==> config.mk <==
export PLATFORM = sky130hd
export DESIGN_NAME = vsync_gen
export DESIGN_NICKNAME = d
export VERILOG_FILES = /design/src/rtl/vsync_gen.sv
export SDC_FILE = /design/constraint.sdc
export NUM_CORES = 1
export LEC_CHECK = 0
export BUFFER_PORTS_ARGS = -buffer_cell sky130_fd_sc_hd__buf_2
export CAP_MARGIN = 20
export CORE_MARGIN = 3
export CORE_UTILIZATION = 55
export DETAILED_ROUTE_END_ITERATION = 10
export GPL_TIMING_DRIVEN = 0
export PLACE_DENSITY = 0.78
export SLEW_MARGIN = 0
export SYNTH_ARGS = -nofsm -noshare
export SYNTH_HDL_FRONTEND = slang
export SYNTH_SLANG_ARGS = --single-unit
==> constraint.sdc <==
create_clock -name i_clk -period 3.87 [get_ports i_clk]
set_clock_uncertainty 0.05 [all_clocks]
set_input_delay 0 -clock i_clk [delete_from_list [all_inputs] [get_ports i_clk]]
set_output_delay 0 -clock i_clk [all_outputs]
set_load 0.1 [all_outputs]
==> src/rtl/vsync_gen.sv <==
// Vertical timing generator: counts accepted line strobes and produces vsync,
// vertical display-enable, a scaled framebuffer row index and frame strobes.
module vsync_gen #(
    parameter int   V_PULSE  = 2,
    parameter int   V_BACK   = 29,
    parameter int   V_ACTIVE = 480,
    parameter int   V_FRONT  = 10,
    parameter int   V_SCALE  = 5,
    parameter int   ROW_W    = 7,
    parameter int   LINE_W   = 10,
    parameter logic SYNC_POL = 1'b0
) (
    input  logic              i_clk,
    input  logic              i_rst_n,
    input  logic              i_en,
    input  logic              i_line_tick,
    input  logic              i_restart,
    output logic              o_vga_vsync,
    output logic              o_vde,
    output logic [ROW_W-1:0]  o_vrow,
    output logic [LINE_W-1:0] o_vline,
    output logic              o_frame_start,
    output logic              o_frame_end
);

    localparam int TOTAL = V_PULSE + V_BACK + V_ACTIVE + V_FRONT;
    localparam int ROWS  = (V_SCALE > 0) ? V_ACTIVE / V_SCALE : 0;
    localparam int SUB_W = (V_SCALE > 1) ? $clog2(V_SCALE) : 1;

    localparam logic [LINE_W-1:0] L_SYNC_END = LINE_W'(V_PULSE - 1);
    localparam logic [LINE_W-1:0] L_BACK_END = LINE_W'(V_PULSE + V_BACK - 1);
    localparam logic [LINE_W-1:0] L_ACT_END  = LINE_W'(V_PULSE + V_BACK + V_ACTIVE - 1);
    localparam logic [LINE_W-1:0] L_LAST     = LINE_W'(TOTAL - 1);
    localparam logic [SUB_W-1:0]  L_SUB_LAST = SUB_W'(V_SCALE - 1);

    if (V_PULSE < 1 || V_BACK < 1 || V_ACTIVE < 1 || V_FRONT < 1 || V_SCALE < 1) begin : g_bad_len
        $error("vsync_gen: all phase lengths and V_SCALE must be at least 1");
    end
    if (V_SCALE >= 1 && (V_ACTIVE % V_SCALE) != 0) begin : g_bad_scale
        $error("vsync_gen: V_ACTIVE must be a multiple of V_SCALE");
    end
    if ((64'd1 << LINE_W) < 64'(TOTAL)) begin : g_bad_line_w
        $error("vsync_gen: LINE_W too small for the frame length");
    end
    if ((64'd1 << ROW_W) < 64'(ROWS)) begin : g_bad_row_w
        $error("vsync_gen: ROW_W too small for the number of rows");
    end

    typedef enum logic [1:0] {
        ST_SYNC   = 2'd0,
        ST_BACK   = 2'd1,
        ST_ACTIVE = 2'd2,
        ST_FRONT  = 2'd3
    } state_t;

    state_t              r_state, w_state_nxt;
    logic [LINE_W-1:0]   r_vline, w_vline_nxt;
    logic [SUB_W-1:0]    r_sub, w_sub_nxt;
    logic [ROW_W-1:0]    r_vrow, w_vrow_nxt;
    logic                r_vsync, w_vsync_nxt;
    logic                r_vde, w_vde_nxt;
    logic                r_fs, w_fs_nxt;
    logic                r_fe, w_fe_nxt;
    logic                w_accept;
    logic                w_phase_last;

    always_ff @(posedge i_clk or negedge i_rst_n) begin
        if (!i_rst_n) begin
            r_state <= ST_SYNC;
            r_vline <= '0;
            r_sub   <= '0;
            r_vrow  <= '0;
            r_vsync <= SYNC_POL;
            r_vde   <= 1'b0;
            r_fs    <= 1'b0;
            r_fe    <= 1'b0;
        end else begin
            r_state <= w_state_nxt;
            r_vline <= w_vline_nxt;
            r_sub   <= w_sub_nxt;
            r_vrow  <= w_vrow_nxt;
            r_vsync <= w_vsync_nxt;
            r_vde   <= w_vde_nxt;
            r_fs    <= w_fs_nxt;
            r_fe    <= w_fe_nxt;
        end
    end

    // Phase boundaries are absolute line numbers, so no separate phase counter is needed.
    always_comb begin
        w_accept     = i_line_tick & i_en;
        w_phase_last = 1'b0;
        case (r_state)
            ST_SYNC:   w_phase_last = (r_vline == L_SYNC_END);
            ST_BACK:   w_phase_last = (r_vline == L_BACK_END);
            ST_ACTIVE: w_phase_last = (r_vline == L_ACT_END);
            ST_FRONT:  w_phase_last = (r_vline == L_LAST);
            default:   w_phase_last = 1'b0;
        endcase

        w_state_nxt = r_state;
        w_vline_nxt = r_vline;
        w_sub_nxt   = r_sub;
        w_vrow_nxt  = r_vrow;
        w_fs_nxt    = 1'b0;
        w_fe_nxt    = 1'b0;

        if (i_restart) begin
            w_state_nxt = ST_SYNC;
            w_vline_nxt = '0;
            w_sub_nxt   = '0;
            w_vrow_nxt  = '0;
            w_fs_nxt    = 1'b1;
        end else if (w_accept) begin
            w_vline_nxt = (r_vline == L_LAST) ? '0 : r_vline + 1'b1;
            w_fs_nxt    = (r_vline == L_LAST);
            w_fe_nxt    = (r_vline == L_LAST);
            if (w_phase_last) begin
                case (r_state)
                    ST_SYNC:   w_state_nxt = ST_BACK;
                    ST_BACK:   w_state_nxt = ST_ACTIVE;
                    ST_ACTIVE: w_state_nxt = ST_FRONT;
                    default:   w_state_nxt = ST_SYNC;
                endcase
            end
            if (r_state == ST_ACTIVE) begin
                if (r_sub == L_SUB_LAST) begin
                    w_sub_nxt  = '0;
                    w_vrow_nxt = r_vrow + 1'b1;
                end else begin
                    w_sub_nxt  = r_sub + 1'b1;
                end
            end
            // Leaving ACTIVE would otherwise carry vrow one past its maximum.
            if (w_state_nxt != ST_ACTIVE) begin
                w_sub_nxt  = '0;
                w_vrow_nxt = '0;
            end
        end

        w_vsync_nxt = (w_state_nxt == ST_SYNC) ? SYNC_POL : ~SYNC_POL;
        w_vde_nxt   = (w_state_nxt == ST_ACTIVE);
    end

    assign o_vga_vsync   = r_vsync;
    assign o_vde         = r_vde;
    assign o_vrow        = r_vrow;
    assign o_vline       = r_vline;
    assign o_frame_start = r_fs;
    assign o_frame_end   = r_fe;

endmodule

# Word-level counts from Yosys, hierarchy flattened
# Index checks and enable logic that the tools add are counted.
# op_classes
bitwise	1
n_eq_ne	10
n_reduce_logical	7
add_sub_neg	3
mux	24
# ops
op	n
7-bit 2-to-1 mux	5
10-bit 2-to-1 mux	3
3-bit 2-to-1 mux	5
10-bit by 1-bit adder with 10-bit output (second input constant)	1
10-bit by 1-bit == test with 1-bit output (second input constant)	1
10-bit == test (second input constant)	1
10-bit by 5-bit == test with 1-bit output (second input constant)	1
10-bit by 9-bit == test with 1-bit output (second input constant)	1
2-bit 2-to-1 mux	5
7-bit by 1-bit adder with 7-bit output (second input constant)	1
2-bit == test (second input constant)	3
2-bit case mux with 3 select lines	1
3-bit nonzero test	2
2-bit zero test	2
1-bit 2-to-1 mux	4
1-bit case mux with 4 select lines	1
3-bit by 1-bit adder with 3-bit output (second input constant)	1
3-bit == test (second input constant)	1
3-bit AND reduction	1
2-bit by 1-bit == test with 1-bit output (second input constant)	1
2-bit inequality test (second input constant)	1
2-bit AND reduction	1
2-bit nonzero test	1
1-bit bitwise AND	1
# totals
ff_bits	26
output_inout_bits	21
elab_cells	53

# Longest topological paths before layout
# Gate-level depths: netlist of the first run.
# logic_depth
depth_word	9
depth_mapped	9

# Worst setup path after synthesis of the first run
# Ideal clock, no wire load.
# synth_timing
kind	register to register
startpoint	reg r_vline[5], in the netlist o_vline[5]
endpoint	reg r_vrow[0], in the netlist o_vrow[0]
path_stages_with_launch	8
n_path_buf	1
t_arrival_ns	2.895
path_slack_ns	0.854
path_cell_list	dfrtp_1 > or4_4 > or4_4 > mux2i_1 > mux2_1 > buf_6 > o31ai_1 > a32o_1
# synth_between
elab_chain_cells	9
elab_cells_between_ends	15
cone_classes	eq/ne: 5; mux: 7; reduce/logical: 3
# synth_rtl
item	line	source
start, declared	57	logic [LINE_W-1:0] r_vline, w_vline_nxt;
start signal, assigned	79	r_vline <= w_vline_nxt;
10-bit == test, or another cell as far along	97	ST_FRONT: w_phase_last = (r_vline == L_LAST);
1-bit case mux with 4 select lines (*)	93	case (r_state)
2-bit 2-to-1 mux (*)	118	if (w_phase_last) begin
2-bit 2-to-1 mux (*)	114	end else if (w_accept) begin
2-bit 2-to-1 mux (*)	108	if (i_restart) begin
2-bit inequality test (*)	135	if (w_state_nxt != ST_ACTIVE) begin
7-bit 2-to-1 mux	135	
7-bit 2-to-1 mux	114	
7-bit 2-to-1 mux	108	
end signal, assigned	81	r_vrow <= w_vrow_nxt;
end, declared	59	logic [ROW_W-1:0] r_vrow, w_vrow_nxt;
# Every way passes the cells marked *; elsewhere a longest branch is shown, timed or not. The select of a mux whose other input is x is not followed.
# A chain may end at the register's enable or synchronous reset.

# Worst setup path in the final report of the first run
# layout_timing
startpoint	reg r_state[0]
endpoint	reg r_vrow[4], in the netlist o_vrow[4]
# layout_between
elab_chain_cells	9
elab_cells_between_ends	16
cone_classes	eq/ne: 4; mux: 8; reduce/logical: 4
# layout_rtl
item	line	source
start, declared	56	state_t r_state, w_state_nxt;
start signal, assigned	78	r_state <= w_state_nxt;
2-bit == test, or another cell as far along	93	
1-bit case mux with 4 select lines / 2-bit case mux with 3 select lines (equally long branches)	93, 119	
2-bit 2-to-1 mux	118	
2-bit 2-to-1 mux	114	
2-bit 2-to-1 mux	108	
2-bit inequality test	135	
7-bit 2-to-1 mux	135	
7-bit 2-to-1 mux	114	
7-bit 2-to-1 mux	108	
# Parallel ways exist; a longest one is shown, timed or not. The select of a mux whose other input is x is not followed.

==> results of run 1 <==
area by class of cell:
| cell class | count | area [um2] |
|---|---|---|
| timing repair buffer | 27 | 145 |
| multi-input combinational | 126 | 838 |
| buffer | 6 | 33.8 |
| fill | 226 | 818 |
| tap | 30 | 37.5 |
| inverter | 8 | 30.0 |
| clock buffer | 4 | 36.3 |
| sequential | 26 | 651 |
cell families (layout without fill, tap and decap cells):
family / Yosys count / in the layout
AO/OA/AOI/OAI: 28 / 28
XOR/XNOR: 10 / 10
adder cells (fa/ha/maj): 8 / 8
buffers and inverters: 14 / 45
flip-flops: 26 / 26
multiplexers: 5 / 5
AND/OR/NAND/NOR: 75 / 75
worst max-delay path: cells and delay by family, from the launching register on:
kind / cells / cell delay [ps]
simple gates: 3 / 1270
flops: 1 / 450
fa+ha+maj: 1 / 380
mux: 1 / 380
compound gates: 2 / 370
buf+inv: 1 / 90
metal layers:
| layer | global-route usage [%] | vias up | share of wire (%) | wire length, um |
|---|---|---|---|---|
| met1 | 27.8 | 657 | 45 | 1590 |
| met5 | 0 | - | 0 | 0 |
| li1 | - | 657 | - | - |
| met2 | 37.4 | 30 | 50 | 1770 |
| met3 | 4.14 | 4 | 4.0 | 141 |
| met4 | 6.15 | 0 | 1.2 | 41 |
placed cells by master, fill, tap and decap left out, types with 2 or more instances in the layout:
cell type	instances
sky130_fd_sc_hd__inv_1	8
sky130_fd_sc_hd__and3_1	6
sky130_fd_sc_hd__nand2_1	13
sky130_fd_sc_hd__xnor2_1	3
sky130_fd_sc_hd__nor3_1	6
sky130_fd_sc_hd__nor2b_1	3
sky130_fd_sc_hd__mux2i_1	4
sky130_fd_sc_hd__a21oi_1	7
sky130_fd_sc_hd__dlygate4sd3_1	2
sky130_fd_sc_hd__clkbuf_4	3
sky130_fd_sc_hd__buf_2	25
sky130_fd_sc_hd__a21o_1	3
sky130_fd_sc_hd__a32o_1	5
sky130_fd_sc_hd__nand2b_1	4
sky130_fd_sc_hd__or4_4	2
sky130_fd_sc_hd__nand3_1	8
sky130_fd_sc_hd__nand4_1	5
sky130_fd_sc_hd__nor2_1	19
sky130_fd_sc_hd__dfrtp_1	26
sky130_fd_sc_hd__xor2_1	7
sky130_fd_sc_hd__o21ai_0	2
sky130_fd_sc_hd__o31ai_1	5
sky130_fd_sc_hd__clkbuf_1	4
sky130_fd_sc_hd__ha_1	8
registers in the layout, summed over array words and instances (netlist names):
name           cells
r_state            2
o_frame_end        1
r_sub              3
o_vline           10
o_vga_vsync        1
o_vde              1
o_vrow             7
o_frame_start      1
power breakdown:
part	internal (mW)	switching, mW	leakage, nW
Sequential	0.276	0.00540	0.360
Clock	0.0576	0.0817	0.0210
Combinational	0.0190	0.0551	0.451
metrics by stage:
| step | hold WS (ps) | total power [mW] | cell area (um2) | setup WS, ps | utilization (%) |
|---|---|---|---|---|---|
| 6_report | 135 | 0.495 | 1770 | 813 | 68.4 |
| 5_1_grt | 155 | 0.514 | 1770 | 672 | 68.4 |
| 4_1_cts | 124 | 0.498 | 1770 | 833 | 68.4 |
| 3_5_place_dp | -14.4 | 0.359 | 1720 | 868 | 66.2 |
| 3_3_place_gp | -20.1 | 0.356 | 1720 | 927 | 66.2 |
| 2_1_floorplan | -346 | 0.338 | 1550 | 854 | - |
path summary, 6_finish.rpt:
check,slack [ps],depth (start not counted),end,start
max in group asynchronous,3240,2,o_vline[0],i_rst_n
max,810,8,o_vrow[4],r_state[0]
min reg2reg,500,1,o_vrow[6],o_vrow[6]
min in group i_clk,140,3,o_frame_end,i_en
max reg2reg,810,8,o_vrow[4],r_state[0]
min,130,2,r_state[1],i_rst_n
==> flow_summary.json, run 1 <==
{
  "vias_in_the_first_global_route": 1281,
  "synth_enable_flop_cells": 0,
  "ys.warnings.count": 0,
  "clock_sink_count": 26,
  "criticalPathCategory": "reg -> reg",
  "dp_hpwl_mm": 2.49,
  "drt_first_pass_iters": 4,
  "post-place-cells": 221,
  "num_io_pins": 26,
  "timing.critical_path.cells": "inv_1 > ha_1 > or4b_2 > o22ai_1 > and3_1 > mux2_1 > nor2_1 > a32o_1",
  "combinational_family_with_the_most_area_after_synthesis": "simple AND/OR/NAND/NOR gates",
  "yosysSeqAreaShare_pct": 41.9,
  "power.density_cell_area_nw_per_um2": 279,
  "maxCapViolations": 0,
  "insertedDiodeCount": 0,
  "cts.root.buffer_cell": "sky130_fd_sc_hd__clkbuf_4",
  "netlist_top_cells_area": "sky130_fd_sc_hd__dfrtp_1 42%, sky130_fd_sc_hd__ha_1 6.4%, sky130_fd_sc_hd__nor2_1 4.6%",
  "critical_path.max_stage_delay_ps": 680,
  "ys_async_sr_fraction_pct": 100,
  "wire_per_inst_um": 15.6,
  "grt_start_max_net_pins": 27,
  "cts.htree.levels": 1,
  "finalWeightedCongestion": 0.832,
  "synth.ff_latch_count": 26,
  "synth_cells": 166,
  "die_area_um2": 3500,
  "clkTransAtPathRegs_ps": 150,
  "report.final.hold_viol_count": 0,
  "port-buffer-count": 25,
  "grt_first_pass_wirelength_mm": 5.84,
  "cts_tree": "done",
  "synthTopCellsByCount": "26 x sky130_fd_sc_hd__dfrtp_1, 19 x sky130_fd_sc_hd__nor2_1, 13 x sky130_fd_sc_hd__nand2_1",
  "final.min_clock_period_ps": 3060,
  "global_route.overflow_total": 0,
  "floorplan.initialDensity_pct": 60.0,
  "die_h_um": 59.1,
  "drc": 0,
  "grt_antenna_before_repair": 0,
  "setup_tns_ps": 0,
  "critPathCaptureType": "flop",
  "routed_wirelength_mm": 3.55,
  "synthSimpleGateAreaFrac_pct": 25.7,
  "worst_skew_late_latency_ps": 330,
  "max_slew.worst_pin.slew_ps": 696,
  "dr.first_iter.drc_count": 66,
  "drive_above_1_share_pct": 18.3,
  "most_frequent_cell_after_synthesis": "sky130_fd_sc_hd__dfrtp_1",
  "ys_types": 39,
  "synth.net_count": 179,
  "yosys.area_share.xor_xnor_pct": 5.64,
  "final_cell_count_without_fillers": 227,
  "core_region_area_um2": 2590,
  "final_nets": 211,
  "final_antenna_net_count": 0,
  "max_slew_margin_pct": 53.5,
  "cts_hold_repair.buffers": 2,
  "yosys.area.top_type": "sky130_fd_sc_hd__dfrtp_1",
  "mappedNetlistArea_um2": 1550,
  "postCtsResizedCells": 0,
  "clk_path_buf_depth": 2,
  "std_cell_rows": 18,
  "synth_compound_area_share_pct": 12.9,
  "wp_data_required_ps": 4080,
  "timing.final.max_slew_violations": 0,
  "fmax_mhz": 327,
  "vdd_ir_drop_max_mv": 0.239,
  "global_route.usage.total_pct": 21.8,
  "worst-path-max-fanout": 6,
  "p_leak_nw": 0.832,
  "tritoncts.num_buffers": 3,
  "setup_repair_after_global_routing_missed_its_margin": "no",
  "status": "complete, no violations",
  "cp_slowest_cell": "sky130_fd_sc_hd__or4b_2",
  "die_x_um": 59.1,
  "element_type_at_the_critical_path_start": "flop",
  "avgViaCountPerCell": 5.94,
  "setup_viol_count_final": 0,
  "worst_hold_path_type": "in -> async",
  "critPathArrivalTime_ps": 3270,
  "synthDominantCellAreaShare_pct": 41.9,
  "via_count": 1348,
  "final.period_utilization_pct": 79.0,
  "post-cts-setup-buffer-count": 0,
  "yosys-mux-area-fraction_pct": 3.30,
  "areaGrowthSynthToFinish_pct": 14.1,
  "synth_flop_cell": "sky130_fd_sc_hd__dfrtp_1",
  "avgSynthCellArea_um2": 9.35,
  "post_synth_fa_ha_maj_area_fraction_pct": 6.45
}
Power figures use the tool's default switching activity.
==> run 2: changes to the inputs <==
==> constraint.sdc (replaced) <==
create_clock -name i_clk -period 3 [get_ports i_clk]
set_clock_uncertainty 0.05 [all_clocks]
set_input_delay 0 -clock i_clk [delete_from_list [all_inputs] [get_ports i_clk]]
set_output_delay 0 -clock i_clk [all_outputs]
set_load 0.1 [all_outputs]
==> flow_summary.json, run 2 (same netlist as run 1, synthesis figures left out) <==
{
  "highest_layer": "met4",
  "insertedDiodeCount": 0,
  "die_area_um2": 3500,
  "max_reg_flops": 10,
  "share_clk_of_total_power_pct": 25.1,
  "criticalPathCategory": "reg -> reg",
  "detailroute.wirelength.met3_um": 124,
  "r2r_setup_slack_ps": 60,
  "clkTransAtPathRegs_ps": 140,
  "max_slew.worst_pin.slew_ps": 692,
  "setup_repair_after_global_routing_missed_its_margin": "no",
  "m1WireLength_mm": 1.62,
  "die_x_um": 59.1,
  "cts.htree.levels": 1,
  "grt_first_pass_wirelength_mm": 5.75,
  "critical_path.max_stage_delay_ps": 660,
  "tritoncts.num_buffers": 3,
  "wire_per_inst_um": 15.3,
  "drive_above_1_share_pct": 21.1,
  "routed_wirelength_mm": 3.50,
  "dr.first_iter.drc_count": 65,
  "finalWeightedCongestion": 0.900,
  "element_type_at_the_critical_path_start": "flop",
  "min_from": "i_en",
  "cts_tree": "done",
  "avgViaCountPerCell": 6.05,
  "num_io_pins": 26,
  "internal_power_uw": 437,
  "cts.root.buffer_cell": "sky130_fd_sc_hd__clkbuf_4",
  "cp_slowest_cell": "sky130_fd_sc_hd__or4b_2",
  "p_switching_uw": 183,
  "worstSetupStartpoint": "r_state[0]",
  "dp_hpwl_mm": 2.50,
  "power.density_cell_area_nw_per_um2": 344,
  "final.min_clock_period_ps": 2940,
  "fillerInstances": 198,
  "global_route.usage.total_pct": 21.3,
  "global_route.overflow_total": 0,
  "std_cell_rows": 18,
  "pwr-share-comb_pct": 16.6,
  "drt_first_pass_iters": 5,
  "max_slew_margin_pct": 53.8,
  "areaGrowthSynthToFinish_pct": 16.1,
  "vias_in_the_first_global_route": 1274,
  "critPathCaptureType": "flop",
  "final.hold.worst_slack_ps": 140,
  "via_count": 1386,
  "final_cell_count_without_fillers": 229,
  "die_h_um": 59.1,
  "status": "complete, no violations",
  "detailedPlace.worstSlack_ps": -44.7,
  "clock_sink_count": 26,
  "timing.critical_path.cells": "inv_1 > ha_4 > or4b_2 > o22ai_1 > and3_4 > mux2_1 > buf_6 > o31ai_1 > a32o_1",
  "port-buffer-count": 25,
  "clk_path_buf_depth": 2,
  "worst_reg2reg_path_startpoint": "r_state[0]",
  "worst-path-max-fanout": 10,
  "critPathArrivalTime_ps": 3160,
  "floorplan.initialDensity_pct": 60.0,
  "grt_start_max_net_pins": 27,
  "p_sw_share_pct": 29.6,
  "wp_data_required_ps": 3210,
  "worst_skew_late_latency_ps": 320,
  "maxCapViolations": 0,
  "worst_hold_path_type": "in -> reg",
  "final.period_utilization_pct": 98.1,
  "detailroute.wirelength.met2_mm": 1.72,
  "vdd_ir_drop_max_mv": 0.314,
  "power.share.sequential_pct": 58.2,
  "final_antenna_net_count": 0,
  "core_region_area_um2": 2590,
  "total_power_uw": 621,
  "grt_antenna_before_repair": 0,
  "final_nets": 213,
  "fmax_mhz": 340,
  "drc": 0,
  "post-place-cells": 221,
  "setup_viol_count_final": 0,
  "p_leak_nw": 0.837,
  "postLayoutCoreUtil_pct": 69.6,
  "timing.final.max_slew_violations": 0,
  "report.final.hold_viol_count": 0,
  "most-common-layout-cells": "25 x sky130_fd_sc_hd__buf_2, 25 x sky130_fd_sc_hd__dfrtp_1, 18 x sky130_fd_sc_hd__nor2_1, 13 x sky130_fd_sc_hd__nand2_1",
  "timing.final.ws_setup_ps": 56.9
}
## run 2: stage by stage
step / setup TNS [ps] / cell area, um2
2_1_floorplan: 0 / 1550
3_3_place_gp: 0 / 1720
3_5_place_dp: -44.7 / 1720
4_1_cts: 0 / 1780
5_1_grt: 0 / 1800
6_report: 0 / 1800
## run 2: repair_timing
item | in CTS | in global routing
gates cloned | 0 | 0
buffers inserted | 2 | 0
hold buffers | 2 | 0
gates resized for setup | 0 | 5
hold endpoints to repair | 27 | 0
setup endpoints to repair | 6 | 6
## run 2: worst paths after layout
| path | to | depth (start not counted) |
|---|---|---|
| setup reg to reg | o_vrow[3] | 9 |
| hold / removal | o_frame_end | 3 |
| max in group asynchronous | o_vline[5] | 2 |
| setup / recovery | o_vrow[3] | 9 |
| min in group asynchronous | r_state[1] | 2 |
| hold reg to reg | o_vrow[6] | 1 |
## run 2: area by class of cell
class | instances | area (um2) | area share [%]
repair buffers | 29 | 160 | 8.88
clock buffers | 4 | 26.3 | 1.46
well taps | 30 | 37.5 | 2.08
flip-flops and latches | 26 | 652 | 36.2
plain buffers | 6 | 33.8 | 1.87
multi-input cells | 126 | 863 | 47.9
inverters | 8 | 30.0 | 1.67
## run 2: power groups by stage
stage / clock (mW) / combinational, mW / sequential (mW)
2_1_floorplan: 0 / 0.0389 / 0.397
3_3_place_gp: 0 / 0.0904 / 0.368
3_5_place_dp: 0 / 0.0927 / 0.369
4_1_cts: 0.159 / 0.0981 / 0.361
5_1_grt: 0.174 / 0.110 / 0.362
6_report: 0.156 / 0.103 / 0.361
## run 2: critical path, delay by kind of cell, from the launching register on
family,cells,cell delay [ps]
simple gates,2,880
compound gates,3,640
flops,1,430
mux,1,370
buf+inv,2,280
fa+ha+maj,1,230
## run 2: per-layer routing
layer	global-route usage [%]	vias up
li1	-	656
met1	28.0	684
met2	36.8	38
met3	2.61	8
met4	6.15	0
met5	0	-
